[config.mk]
export PLATFORM = sky130hd
export DESIGN_NAME = coin_input_conditioner_flat
export DESIGN_NICKNAME = d
export VERILOG_FILES = /design/src/rtl/vend_pkg.sv /design/src/rtl/coin_input_conditioner_if.sv /design/src/rtl/debounce_channel.sv /design/src/rtl/coin_input_conditioner.sv /design/src/flat_wrapper.sv
export SDC_FILE = /design/constraint.sdc
export NUM_CORES = 1
export LEC_CHECK = 0
export BUFFER_PORTS_ARGS = -buffer_cell sky130_fd_sc_hd__buf_4
export CORE_MARGIN = 4
export CORE_UTILIZATION = 53
export CTS_BUF_LIST = sky130_fd_sc_hd__clkbuf_8 sky130_fd_sc_hd__clkbuf_16
export DETAILED_ROUTE_END_ITERATION = 6
export PLACE_DENSITY = 0.81
export SLEW_MARGIN = 0
export SYNTH_ARGS = -nofsm -noshare
export SYNTH_HDL_FRONTEND = slang
export SYNTH_HIERARCHICAL = 1
export SYNTH_SLANG_ARGS = --single-unit
export TNS_END_PERCENT = 5
[constraint.sdc]
create_clock -name clk -period 1.1 [get_ports clk]
set_input_delay 0.22 -clock clk [delete_from_list [all_inputs] [get_ports clk]]
set_output_delay 0.22 -clock clk [all_outputs]
set_load 0.02 [all_outputs]
[src/rtl/vend_pkg.sv]
// vend_pkg: channel indices (index order is arbitration priority) and debounce defaults.
package vend_pkg;
    localparam int CH_DIME        = 0;
    localparam int CH_NICKEL      = 1;
    localparam int CH_DISPENSE    = 2;
    localparam int NUM_CH         = 3;
    localparam int DEBOUNCE_SIM   = 3;
    localparam int DEBOUNCE_BOARD = 1_000_000;
endpackage

[src/rtl/coin_input_conditioner_if.sv]
// coin_input_conditioner_if: raw board inputs in, clean event pulses out.
interface coin_input_conditioner_if;
    logic nickel_raw;
    logic dime_raw;
    logic dispense_raw;
    logic nickel_pulse;
    logic dime_pulse;
    logic dispense_pulse;
    logic pending;
    modport master (
        output nickel_raw, dime_raw, dispense_raw,
        input  nickel_pulse, dime_pulse, dispense_pulse, pending
    );
    modport slave (
        input  nickel_raw, dime_raw, dispense_raw,
        output nickel_pulse, dime_pulse, dispense_pulse, pending
    );
endinterface

[src/rtl/debounce_channel.sv]
// debounce_channel: 2-FF sync, hold-for-N-cycles debounce, rising-edge detect.
module debounce_channel #(
    parameter int DEBOUNCE_CYCLES = 3
) (
    input  logic clk,
    input  logic rst,
    input  logic raw,
    output logic rise
);
    localparam int CNT_W = $clog2(DEBOUNCE_CYCLES + 1);
    localparam logic [CNT_W-1:0] LAST = CNT_W'(DEBOUNCE_CYCLES - 1);
    logic s1, s2, stable, stable_d;
    logic [CNT_W-1:0] cnt;
    always_ff @(posedge clk) begin
        if (rst) begin
            {s1, s2, stable, stable_d} <= '0;
            cnt <= '0;
        end else begin
            s1 <= raw;
            s2 <= s1;
            stable_d <= stable;
            if (s2 == stable) begin
                cnt <= '0;
            end else if (cnt == LAST) begin
                stable <= s2;
                cnt <= '0;
            end else begin
                cnt <= cnt + CNT_W'(1);
            end
        end
    end
    assign rise = stable & ~stable_d;
endmodule

[src/rtl/coin_input_conditioner.sv]
// coin_input_conditioner: three conditioned channels queued into a fixed-priority
// one-pulse-per-cycle arbiter (dime > nickel > dispense).
module coin_input_conditioner
    import vend_pkg::*;
#(
    parameter int DEBOUNCE_CYCLES = DEBOUNCE_SIM
) (
    input logic clk,
    input logic rst,
    coin_input_conditioner_if.slave bus
);
    logic [NUM_CH-1:0] raw, rise, flags, req, grant, pulse_q;
    logic pending_q;
    assign raw[CH_DIME]     = bus.dime_raw;
    assign raw[CH_NICKEL]   = bus.nickel_raw;
    assign raw[CH_DISPENSE] = bus.dispense_raw;
    for (genvar c = 0; c < NUM_CH; c++) begin : g_ch
        debounce_channel #(.DEBOUNCE_CYCLES(DEBOUNCE_CYCLES)) u_ch (
            .clk  (clk),
            .rst  (rst),
            .raw  (raw[c]),
            .rise (rise[c])
        );
    end
    // A rise may be granted in the cycle it arrives; lowest index set wins.
    always_comb begin
        req   = flags | rise;
        grant = req & (~req + NUM_CH'(1));
    end
    always_ff @(posedge clk) begin
        if (rst) begin
            flags     <= '0;
            pulse_q   <= '0;
            pending_q <= 1'b0;
        end else begin
            flags     <= req & ~grant;
            pulse_q   <= grant;
            pending_q <= |(req & ~grant);
        end
    end
    assign bus.dime_pulse     = pulse_q[CH_DIME];
    assign bus.nickel_pulse   = pulse_q[CH_NICKEL];
    assign bus.dispense_pulse = pulse_q[CH_DISPENSE];
    assign bus.pending        = pending_q;
endmodule

[src/flat_wrapper.sv]
// flat-port wrapper written by rule: the top's interface ports become plain ports
module coin_input_conditioner_flat import vend_pkg::*;
#(
    parameter int DEBOUNCE_CYCLES = DEBOUNCE_SIM
)
  (clk, rst, bus_nickel_raw, bus_dime_raw, bus_dispense_raw, bus_nickel_pulse, bus_dime_pulse, bus_dispense_pulse, bus_pending);
  coin_input_conditioner_if bus_i ();
  input logic clk;
  input logic rst;
  input wire logic [$bits(bus_i.nickel_raw)-1:0] bus_nickel_raw;
  input wire logic [$bits(bus_i.dime_raw)-1:0] bus_dime_raw;
  input wire logic [$bits(bus_i.dispense_raw)-1:0] bus_dispense_raw;
  output wire logic [$bits(bus_i.nickel_pulse)-1:0] bus_nickel_pulse;
  output wire logic [$bits(bus_i.dime_pulse)-1:0] bus_dime_pulse;
  output wire logic [$bits(bus_i.dispense_pulse)-1:0] bus_dispense_pulse;
  output wire logic [$bits(bus_i.pending)-1:0] bus_pending;
  assign bus_i.nickel_raw = bus_nickel_raw;
  assign bus_i.dime_raw = bus_dime_raw;
  assign bus_i.dispense_raw = bus_dispense_raw;
  assign bus_nickel_pulse = bus_i.nickel_pulse;
  assign bus_dime_pulse = bus_i.dime_pulse;
  assign bus_dispense_pulse = bus_i.dispense_pulse;
  assign bus_pending = bus_i.pending;
  coin_input_conditioner #(.DEBOUNCE_CYCLES(DEBOUNCE_CYCLES)) u_core (.clk(clk), .rst(rst), .bus(bus_i));
endmodule
# == Word-level counts from Yosys, hierarchy flattened ==
# Index checks and enable logic that the tools add are counted.
# totals
ff_bits,25
latch_bits,0
mem_bits_rw,0
rom_bits,0
input_bits,5
out_inout_bits,4
word_cells,49
mem_count,0
# classes
n_addsub,4
n_mul,0
n_div,0
order_cmp,0
n_eq_ne,6
shifts,0
muxes,0
bitwise,14
reduce_logical,7
# op_table
cell,n
OR reduction 3 bit,4
adder 2 x 1 -> 2 bit (second input constant),3
bitwise AND 3 bit,2
== test 2 bit (second input constant),3
NOT 1 bit,6
NOT 3 bit,2
AND reduction 2 bit,3
adder 3 x 1 -> 3 bit (second input constant),1
bitwise AND 1 bit,3
== test 1 bit,3
bitwise OR 3 bit,1

# == Longest topological paths before layout ==
# Gate-level depths: netlist of the first run.
# logic_depth
word_depth,9
depth_mapped,4
ltp_nobuf,4

# == Cells and area by module ==
# The synthesis of the first run kept the hierarchy.
# by_module_without_submodules
mod,instances,cells_each,area_per_inst_um2,seq_area_each_um2
debounce_channel,3,17,196.4,120.1
coin_input_conditioner,1,17,186.4,120.1

# == Worst setup path before layout of the first run ==
# No wires, ideal clock.
# synth_path
path_kind,register to register
startpoint,register u_core.g_ch[2].u_ch.stable
endpoint,register u_core.pending_q (netlist: u_core/bus.pending)
setup_time_ps,126
arrival_time_ps,875
required_ps,974
setup_slack_ps,99
stages_incl_launch_ff,4
n_path_buf,0
period_less_slack_ps,1001
cell_sequence,dfxtp_1 > nor2b_1 > o41ai_1 > a21oi_1
# synth_between
elab_chain_len,8
# synth_lines
element,line_no,source
from (decl),debounce_channel.sv:12,"logic s1, s2, stable, stable_d;"
from (signal assigned),debounce_channel.sv:16,"{s1, s2, stable, stable_d} <= '0;"
from (signal assigned),debounce_channel.sv:25,stable <= s2;
bitwise AND 1 bit *,debounce_channel.sv:32,assign rise = stable & ~stable_d;
named net u_core.rise[2],coin_input_conditioner.sv:12,"logic [NUM_CH-1:0] raw, rise, flags, req, grant, pulse_q;"
bitwise OR 3 bit *,coin_input_conditioner.sv:27,req = flags | rise;
NOT 3 bit,coin_input_conditioner.sv:28,grant = req & (~req + NUM_CH'(1));
adder 3 x 1 -> 3 bit,coin_input_conditioner.sv:28,
bitwise AND 3 bit,coin_input_conditioner.sv:28,
NOT 3 bit,coin_input_conditioner.sv:38,pending_q <= |(req & ~grant);
bitwise AND 3 bit *,coin_input_conditioner.sv:38,
OR reduction 3 bit *,coin_input_conditioner.sv:38,
to (signal assigned),coin_input_conditioner.sv:38,
to (decl),coin_input_conditioner.sv:13,logic pending_q;
# Mark *: on every way through the listed nets, which the timed path passes. The rest lies on a longest branch.
# A chain may end at the register's enable or synchronous reset.

# == Worst setup path in the final report of the first run ==
# layout_path
startpoint,register u_core.g_ch[0].u_ch.stable
endpoint,register u_core.flags[2]
# layout_between
elab_chain_len,7
# layout_lines
element,line_no,source
from (decl),debounce_channel.sv:12,
from (signal assigned),debounce_channel.sv:16,
from (signal assigned),debounce_channel.sv:25,
bitwise AND 1 bit,debounce_channel.sv:32,
bitwise OR 3 bit,coin_input_conditioner.sv:27,
NOT 3 bit,coin_input_conditioner.sv:28,
adder 3 x 1 -> 3 bit,coin_input_conditioner.sv:28,
bitwise AND 3 bit,coin_input_conditioner.sv:28,
NOT 3 bit,coin_input_conditioner.sv:36,flags <= req & ~grant;
bitwise AND 3 bit,coin_input_conditioner.sv:36,
to (signal assigned),coin_input_conditioner.sv:36,
to (decl),coin_input_conditioner.sv:12,
# No other way between the ends.

==> results.json, run 1 <==
{
  "status": "finished clean",
  "dp_cells": 92,
  "final_util_pct": 70.73,
  "drt_wl_total_microns": 1134,
  "h-tree-depth": 1,
  "cts_buffers": 3,
  "p_sw_share_pct": 18.51,
  "grt_pass1_wl_microns": 1994,
  "drc": 0,
  "slew_violations": 0,
  "max_freq_mhz": 981.1,
  "setup_tns_ps": 0,
  "combinationalPowerShare_pct": 2.7,
  "reg2regPathDepth": 4,
  "cts_resized": 0,
  "p_sw_uw": 277.3,
  "tightest_slew_ps": 235.4,
  "path_common_cell": "nor3_1",
  "dp_slack_ps": 37.29,
  "setup_viol": 0,
  "r2r_start": "u_core/g_ch[0].u_ch/stable$_SDFFE_PP0P_",
  "gr-total-overflow": 0,
  "die_y_microns": 46.26,
  "required_ps": 1240,
  "start_util_pct": 58.16,
  "hold_path_class": "in2reg",
  "nNetsFinal": 90,
  "die_x_microns": 46.26,
  "power.total_mw": 1.498,
  "critical-path-max-stage-delay_ps": 340,
  "min_path_cells": 2,
  "cts_buffer_depth": 2,
  "postCtsHoldBufs": 0,
  "final_common_cell": "dfxtp_1",
  "crit_path_cell_trace": "nor2b_1 -> buf_4 -> nor3_1 -> nor3_1",
  "clk_root_buffer_cell": "clkbuf_8",
  "port_buffers": 8,
  "wl_per_cell_microns": 11.81,
  "place_area_sq_um": 862.1,
  "clock_power_share_pct": 38.0,
  "ys_types": 14,
  "worst_setup_path_end_kind": "register",
  "fin_skew_ps": 2.076,
  "min-delay-start": "bus_dime_raw",
  "hold_path_end": "u_core/g_ch[0].u_ch/s1$_SDFF_PP0_",
  "area_growth_pct": 21.61,
  "dieArea_sq_um": 2140,
  "cts.sinks": 24,
  "cp_slowest_cell": "dfxtp_1",
  "worstSetupPathType": "reg2reg",
  "power.leakage_nw": 0.3674,
  "drt-pass1-iter-count": 3,
  "via_per_inst": 5.177,
  "antenna_found_initial": 0,
  "postCtsSetupRepairBufs": 0,
  "syn_nets": 76,
  "grt_max_degree": 24,
  "drive_gt1_share_pct": 25.93,
  "syn_area_sq_um": 775.7,
  "rrSetupSlack_ps": 80,
  "hold_slack_ps": 178.8,
  "hold_viol": 0,
  "cp-start-kind": "register",
  "pwr-share-seq_pct": 59.3,
  "setup_slack_ps": 80.78,
  "path_max_fanout": 4,
  "post-route-min-period_ps": 1019,
  "yosysSeqAreaShare_pct": 61.94,
  "max_cap_viol_count": 0,
  "final_cell_mix": "23 x dfxtp_1, 11 x nor2b_1, 9 x buf_4",
  "yosysWarnings": 6,
  "final_cell_area_sq_um": 943.4,
  "p_int_mw": 1.220,
  "synthCells": 68,
  "irDropWorstVdd_mv": 1.121,
  "num_rows": 13,
  "arrival_ps": 1160,
  "r2r_end": "u_core/flags[2]$_SDFF_PP0_",
  "syn_area_per_cell_sq_um": 11.41,
  "hpwl_microns": 723.2,
  "drtIter0Drc": 5,
  "clk_latency_ps": 260,
  "grt_usage_pct": 13.55,
  "gp_congestion": 0.6523,
  "layoutNonFillerInstCount": 96,
  "maxSlewHeadroom_pct": 84.14,
  "post-route-period-util_pct": 92.66,
  "coreArea_sq_um": 1334,
  "clkTransAtPathRegs_ps": 80,
  "antenna_cells": 0,
  "grt_pass1_vias": 496,
  "cts_tree": "done",
  "antenna_left": 0,
  "io_pins": 9,
  "vias": 497,
  "power_density_nw_per_um2": 1587,
  "ys_ff_latch": 24
}
[worst max-delay path by stage]
stage | from | endpoint | cells after the start
2_1_floorplan | u_core/g_ch[2].u_ch/stable$_SDFFE_PP0P_ | u_core/bus.pending$_SDFF_PP0_ | 3
3_3_place_gp | u_core/g_ch[2].u_ch/stable$_SDFFE_PP0P_ | u_core/bus.pending$_SDFF_PP0_ | 3
3_5_place_dp | u_core/g_ch[2].u_ch/stable$_SDFFE_PP0P_ | u_core/bus.pending$_SDFF_PP0_ | 3
4_1_cts | u_core/g_ch[2].u_ch/stable$_SDFFE_PP0P_ | u_core/bus.pending$_SDFF_PP0_ | 3
5_1_grt | u_core/g_ch[0].u_ch/stable$_SDFFE_PP0P_ | u_core/flags[2]$_SDFF_PP0_ | 4
6_report | u_core/g_ch[0].u_ch/stable$_SDFFE_PP0P_ | u_core/flags[2]$_SDFF_PP0_ | 4
[cell usage after synthesis, drive strengths merged]
cell type / count / area [sq um]
a21oi: 1 / 5.000
and2b: 1 / 8.760
dfxtp: 24 / 480.5
ha: 3 / 37.54
inv: 3 / 11.26
mux2i: 3 / 30.03
nor2: 5 / 18.77
nor2b: 13 / 81.33
nor3: 3 / 15.01
nor4: 6 / 37.54
nor4b: 1 / 8.760
o22ai: 1 / 6.260
o41ai: 1 / 8.760
xnor2: 3 / 26.28
[registers in the layout, indices dropped and copies added (netlist names)]
register                   count
u_core/flags                   2
u_core/g_ch.u_ch/cnt           6
u_core/g_ch.u_ch/stable        3
u_core/g_ch.u_ch/s2            3
u_core/bus.pending             1
u_core/g_ch.u_ch/s1            3
u_core/g_ch.u_ch/stable_d      3
u_core/pulse_q                 3
[power by group through the flow]
stage               Combinational, mW  Sequential, mW  Clock, mW
floorplan                      0.0165           0.907          0
global placement               0.0389           0.907          0
detailed placement             0.0409           0.908          0
CTS                            0.0407           0.887      0.585
global route                   0.0480           0.889      0.616
finish                         0.0407           0.887      0.570
[per-layer routing]
layer	vias to the layer above	wire (microns)	global-route usage [%]
li1	259	-	-
met1	223	527	14.66
met2	11	516	21.70
met3	4	60	3.906
met4	0	29	10.80
met5	-	0	0
[area by class of cell]
type	instances	area, sq um
Timing Repair Buffer	9	67.56
Multi-Input combinational cell	41	309.0
Tap cell	15	18.77
Fill cell	106	390.4
Clock buffer	4	55.05
Inverter	3	11.26
Sequential cell	24	481.7
[cell families (layout without fill, tap and decap cells)]
family | count (synthesis) | in the layout | synth area share (%)
compound gates | 3 | 3 | 2.581
buf+inv | 3 | 16 | 1.452
xor+xnor | 3 | 3 | 3.388
mux | 3 | 3 | 3.871
fa+ha+maj | 3 | 3 | 4.839
flops | 24 | 24 | 61.94
simple gates | 29 | 29 | 21.94
[worst max-delay path: cells and delay by family, from the launching register on]
| family | cells | cell delay (ps) |
|---|---|---|
| and+or+nand+nor | 3 | 420 |
| DFF | 1 | 340 |
| buffers and inverters | 1 | 150 |
No activity file was read; power rests on OpenSTA's default activity.
==> inputs of run 2 (changes only) <==
- clock period: 1.1 -> 1 ns (I/O delays scaled with it)
==> results.json, run 2 (synthesis gave the netlist of run 1 again) <==
{
  "clk_latency_ps": 260,
  "hpwl_microns": 727.8,
  "final_util_pct": 75.23,
  "h-tree-depth": 1,
  "setup_viol": 0,
  "drc": 0,
  "port_buffers": 8,
  "die_x_microns": 46.26,
  "io_pins": 9,
  "cts_buffers": 3,
  "min_path_cells": 2,
  "vias": 496,
  "antenna_cells": 0,
  "via_per_inst": 5.061,
  "dieArea_sq_um": 2140,
  "dp_slack_ps": -16.27,
  "hold_viol": 0,
  "postCtsSetupRepairBufs": 0,
  "gr-total-overflow": 0,
  "gp_congestion": 0.7522,
  "grt_max_degree": 24,
  "irDropWorstVdd_mv": 1.273,
  "final_common_cell": "dfxtp_1",
  "grt_usage_pct": 12.73,
  "drtIter0Drc": 3,
  "max_cap_viol_count": 0,
  "post-route-period-util_pct": 97.62,
  "coreArea_sq_um": 1334,
  "required_ps": 1140,
  "final_cell_mix": "20 x dfxtp_1, 11 x buf_4, 10 x nor2b_1",
  "die_y_microns": 46.26,
  "fin_skew_ps": 3.037,
  "cp_top_family": "compound AO/OA/AOI/OAI gates",
  "postCtsHoldBufs": 0,
  "drive_gt1_share_pct": 36.14,
  "start_util_pct": 58.16,
  "arrival_ps": 1120,
  "multiInputGateArea_sq_um": 350.3,
  "setup_slack_ps": 23.82,
  "hold_path_end": "u_core/g_ch[1].u_ch/s1$_SDFF_PP0_",
  "post-route-min-period_ps": 976.2,
  "grt_pass1_wl_microns": 1835,
  "power_density_nw_per_um2": 1651,
  "drt-pass1-iter-count": 2,
  "cts_tree": "done",
  "num_rows": 13,
  "cts.sinks": 24,
  "reg2regPathDepth": 3,
  "timing.critical_path.buf_inv": 0,
  "tightest_slew_ps": 250.1,
  "cts_buffer_depth": 2,
  "max_freq_mhz": 1024,
  "r2r_end": "u_core/bus.pending$_SDFF_PP0_",
  "dp_cells": 94,
  "min-delay-start": "bus_nickel_raw",
  "critical-path-max-stage-delay_ps": 330,
  "nNetsFinal": 92,
  "power.leakage_nw": 0.3809,
  "hold_path_class": "in2reg",
  "area_growth_pct": 29.35,
  "cp_slowest_cell": "dfxtp_2",
  "clk_root_buffer_cell": "clkbuf_8",
  "num-fill-cells": 93,
  "cp-start-kind": "register",
  "crit_path_cell_trace": "nor2b_4 -> o41ai_2 -> a21oi_1",
  "layoutNonFillerInstCount": 98,
  "antenna_found_initial": 0,
  "rrSetupSlack_ps": 20,
  "path_max_fanout": 4,
  "setup_tns_ps": 0,
  "worst_setup_path_end_kind": "register",
  "largest-register": "u_core/g_ch.u_ch/cnt",
  "clkTransAtPathRegs_ps": 80,
  "maxSlewHeadroom_pct": 83.21,
  "slew_violations": 0,
  "status": "finished clean",
  "power.total_mw": 1.657,
  "wl_per_cell_microns": 11.05,
  "worstSetupPathType": "reg2reg",
  "rsz0062_at_grt": "true",
  "grt_pass1_vias": 456,
  "drt_wl_total_microns": 1083,
  "regArea_sq_um": 485.5,
  "antenna_left": 0,
  "largest_reg_flops": 6,
  "r2r_start": "u_core/g_ch[1].u_ch/stable$_SDFFE_PP0P_"
}
[run 2: changes by cell type in the layout (fill, tap and decap cells not counted), sizes merged]
cell	change
buf	+2
[run 2: worst reg2reg max path: stages, from the launching register on]
cell and delay [ps]:
dfxtp_2 330, nor2b_4 130, o41ai_2 310, a21oi_1 100
[run 2: worst max-delay path by stage]
stage                                             from  slack (ps)                                    end  cells past startpoint
2_1_floorplan  u_core/g_ch[1].u_ch/stable$_SDFFE_PP0P_          30          u_core/bus.pending$_SDFF_PP0_                      3
3_3_place_gp   u_core/g_ch[1].u_ch/stable$_SDFFE_PP0P_           5          u_core/bus.pending$_SDFF_PP0_                      3
3_5_place_dp   u_core/g_ch[1].u_ch/stable$_SDFFE_PP0P_         -20          u_core/bus.pending$_SDFF_PP0_                      3
4_1_cts          u_core/g_ch[2].u_ch/cnt[0]$_SDFF_PP0_           7  u_core/g_ch[2].u_ch/cnt[0]$_SDFF_PP0_                      3
5_1_grt          u_core/g_ch[1].u_ch/cnt[0]$_SDFF_PP0_         -30  u_core/g_ch[1].u_ch/cnt[1]$_SDFF_PP0_                      3
6_report       u_core/g_ch[1].u_ch/stable$_SDFFE_PP0P_          20          u_core/bus.pending$_SDFF_PP0_                      3
[run 2: final cells by class]
type,count,area share (%)
clock buffer,4,5.486
inverter,3,1.122
multi-input combinational,41,34.91
sequential,24,48.38
tap,15,1.870
timing repair buffer,11,8.229
[run 2: power by group]
group / internal (mW) / switching (mW) / total (mW) / leakage, nW
logic: 0.0248 / 0.0249 / 0.0497 / 0.155
clock network: 0.351 / 0.279 / 0.630 / 0.0288
registers: 0.970 / 0.00702 / 0.977 / 0.197
[run 2: metrics by stage]
| stage | hold WS, ps | cell area (sq um) |
|---|---|---|
| floorplan | 269.1 | 775.7 |
| global placement | 405.7 | 877.1 |
| detailed placement | 414.2 | 877.1 |
| CTS | 140.7 | 960.9 |
| global route | 152.4 | 1003 |
| finish | 145.7 | 1003 |
[run 2: timing repair]
action / in CTS / in global routing
pin swaps: 4 / 4
setup endpoints to repair: 6 / 9
gates resized for setup: 8 / 9
[run 2: metal layers]
layer | wire [microns] | part of all wire [%] | vias up | track usage, %
met3 | 65 | 6.0 | 2 | 4.688
met1 | 504 | 47 | 222 | 14.35
met5 | 0 | 0 | - | 0
met4 | 10 | 0.92 | 0 | 8.523
met2 | 502 | 46 | 11 | 19.78
li1 | - | - | 261 | -
==> inputs of run 3 (changes only) <==
- CTS_BUF_LIST: sky130_fd_sc_hd__clkbuf_8 sky130_fd_sc_hd__clkbuf_16 -> sky130_fd_sc_hd__clkbuf_16
==> results.json, run 3 (synthesis gave the netlist of run 1 again) <==
{
  "vias": 506,
  "tightest_slew_ps": 280.5,
  "irDropWorstVdd_mv": 1.670,
  "cts_buffers": 3,
  "clkTransAtPathRegs_ps": 60,
  "hold_viol": 0,
  "power_density_nw_per_um2": 1775,
  "max_freq_mhz": 958.8,
  "cp-start-kind": "register",
  "start_util_pct": 58.16,
  "dp_cells": 94,
  "drtIter0Drc": 1,
  "cts.sinks": 24,
  "dieArea_sq_um": 2140,
  "largest_reg_flops": 6,
  "crit_path_cell_trace": "inv_1 -> ha_2 -> nor4_1",
  "num_rows": 13,
  "postCtsHoldBufs": 0,
  "grt_pass1_wl_microns": 1959,
  "critical-path-max-stage-delay_ps": 350,
  "max_cap_viol_count": 0,
  "clk_root_buffer_cell": "clkbuf_16",
  "rsz0062_at_grt": "true",
  "maxSlewHeadroom_pct": 81.13,
  "drc": 0,
  "die_x_microns": 46.26,
  "coreArea_sq_um": 1334,
  "post-route-min-period_ps": 1043,
  "nNetsFinal": 92,
  "port_buffers": 8,
  "hpwl_microns": 727.8,
  "post-route-period-util_pct": 104.3,
  "status": "complete, but fails checks",
  "violations": "setup timing",
  "grt_max_degree": 24,
  "via_per_inst": 5.163,
  "clk_latency_ps": 250,
  "area_growth_pct": 35.16,
  "worst_setup_path_end_kind": "register",
  "gp_congestion": 0.7522,
  "final_common_cell": "dfxtp_1",
  "grt_pass1_vias": 443,
  "fin_skew_ps": 4.192,
  "drive_gt1_share_pct": 37.35,
  "drt_wl_total_microns": 1293,
  "setup_viol": 2,
  "worstSetupPathType": "reg2reg",
  "required_ps": 1140,
  "io_pins": 9,
  "cp_slowest_cell": "dfxtp_1",
  "final_cell_mix": "21 x dfxtp_1, 11 x buf_4, 10 x nor2b_1",
  "path_max_fanout": 3,
  "gr-total-overflow": 0,
  "hold_slack_ps": 154.6,
  "dp_slack_ps": -16.27,
  "antenna_left": 0,
  "hold_path_class": "in2reg",
  "die_y_microns": 46.26,
  "power.leakage_nw": 0.3962,
  "setup_slack_ps": -42.94,
  "slew_violations": 0,
  "antenna_found_initial": 0,
  "cts_buffer_depth": 2,
  "drt-pass1-iter-count": 3,
  "h-tree-depth": 1,
  "wl_per_cell_microns": 13.19,
  "arrival_ps": 1190,
  "final_util_pct": 78.61,
  "grt_usage_pct": 13.77,
  "cts_tree": "done",
  "layoutNonFillerInstCount": 98,
  "largest-register": "u_core/g_ch.u_ch/cnt",
  "antenna_cells": 0
}
run 3: area by class of cell:
| cell class | instances | area [sq um] |
|---|---|---|
| Multi-Input combinational cell | 41 | 372.9 |
| Clock buffer | 3 | 75.07 |
| Fill cell | 81 | 285.3 |
| Timing Repair Buffer | 11 | 82.58 |
| Clock inverter | 1 | 3.754 |
| Sequential cell | 24 | 484.2 |
| Inverter | 3 | 11.26 |
| Tap cell | 15 | 18.77 |
run 3: worst max-delay path: cells and delay by family, from the launching register on:
kind,cells,cell delay (ps)
fa+ha+maj,1,210
buf+inv,1,60
simple gates,1,320
flops,1,350
run 3: worst paths after layout:
kind                                               from                               endpoint  slack, ps  depth (start not counted)
setup / recovery  u_core/g_ch[1].u_ch/cnt[0]$_SDFF_PP0_  u_core/g_ch[1].u_ch/cnt[0]$_SDFF_PP0_        -40                          3
hold / removal                           bus_nickel_raw      u_core/g_ch[1].u_ch/s1$_SDFF_PP0_        150                          2
setup reg to reg  u_core/g_ch[1].u_ch/cnt[0]$_SDFF_PP0_  u_core/g_ch[1].u_ch/cnt[0]$_SDFF_PP0_        -40                          3
hold reg to reg   u_core/g_ch[0].u_ch/cnt[0]$_SDFF_PP0_  u_core/g_ch[0].u_ch/cnt[0]$_SDFF_PP0_        410                          1
run 3: power breakdown:
group	leakage (nW)	total, mW	switching (mW)	internal (mW)
registers	0.196	0.980	0.00809	0.972
clock network	0.0385	0.829	0.296	0.533
logic	0.161	0.0525	0.0267	0.0258
run 3: through the flow:
stage	TNS, ps	power (mW)	area (sq um)
CTS	-16.37	1.873	973.4
floorplan	0	1.016	775.7
finish	-50.60	1.861	1049
detailed placement	-23.00	1.043	877.1
global route	-227.8	1.939	1049
global placement	0	1.040	877.1
run 3: what timing repair did:
item / 4_1_cts / 5_1_grt
buffers inserted: 0 / 0
gates resized for setup: 4 / 16
endpoints found under the setup margin: 5 / 8
pin swaps: 3 / 4
run 3: layer usage:
metal  part of all wire (%)  track usage (%)  vias to the layer above
met5                      0                0                        -
met4                   0.77            8.523                        0
met3                    5.7            4.688                        2
met2                     47            20.33                       11
met1                     47            16.99                      231
li1                       -                -                      262
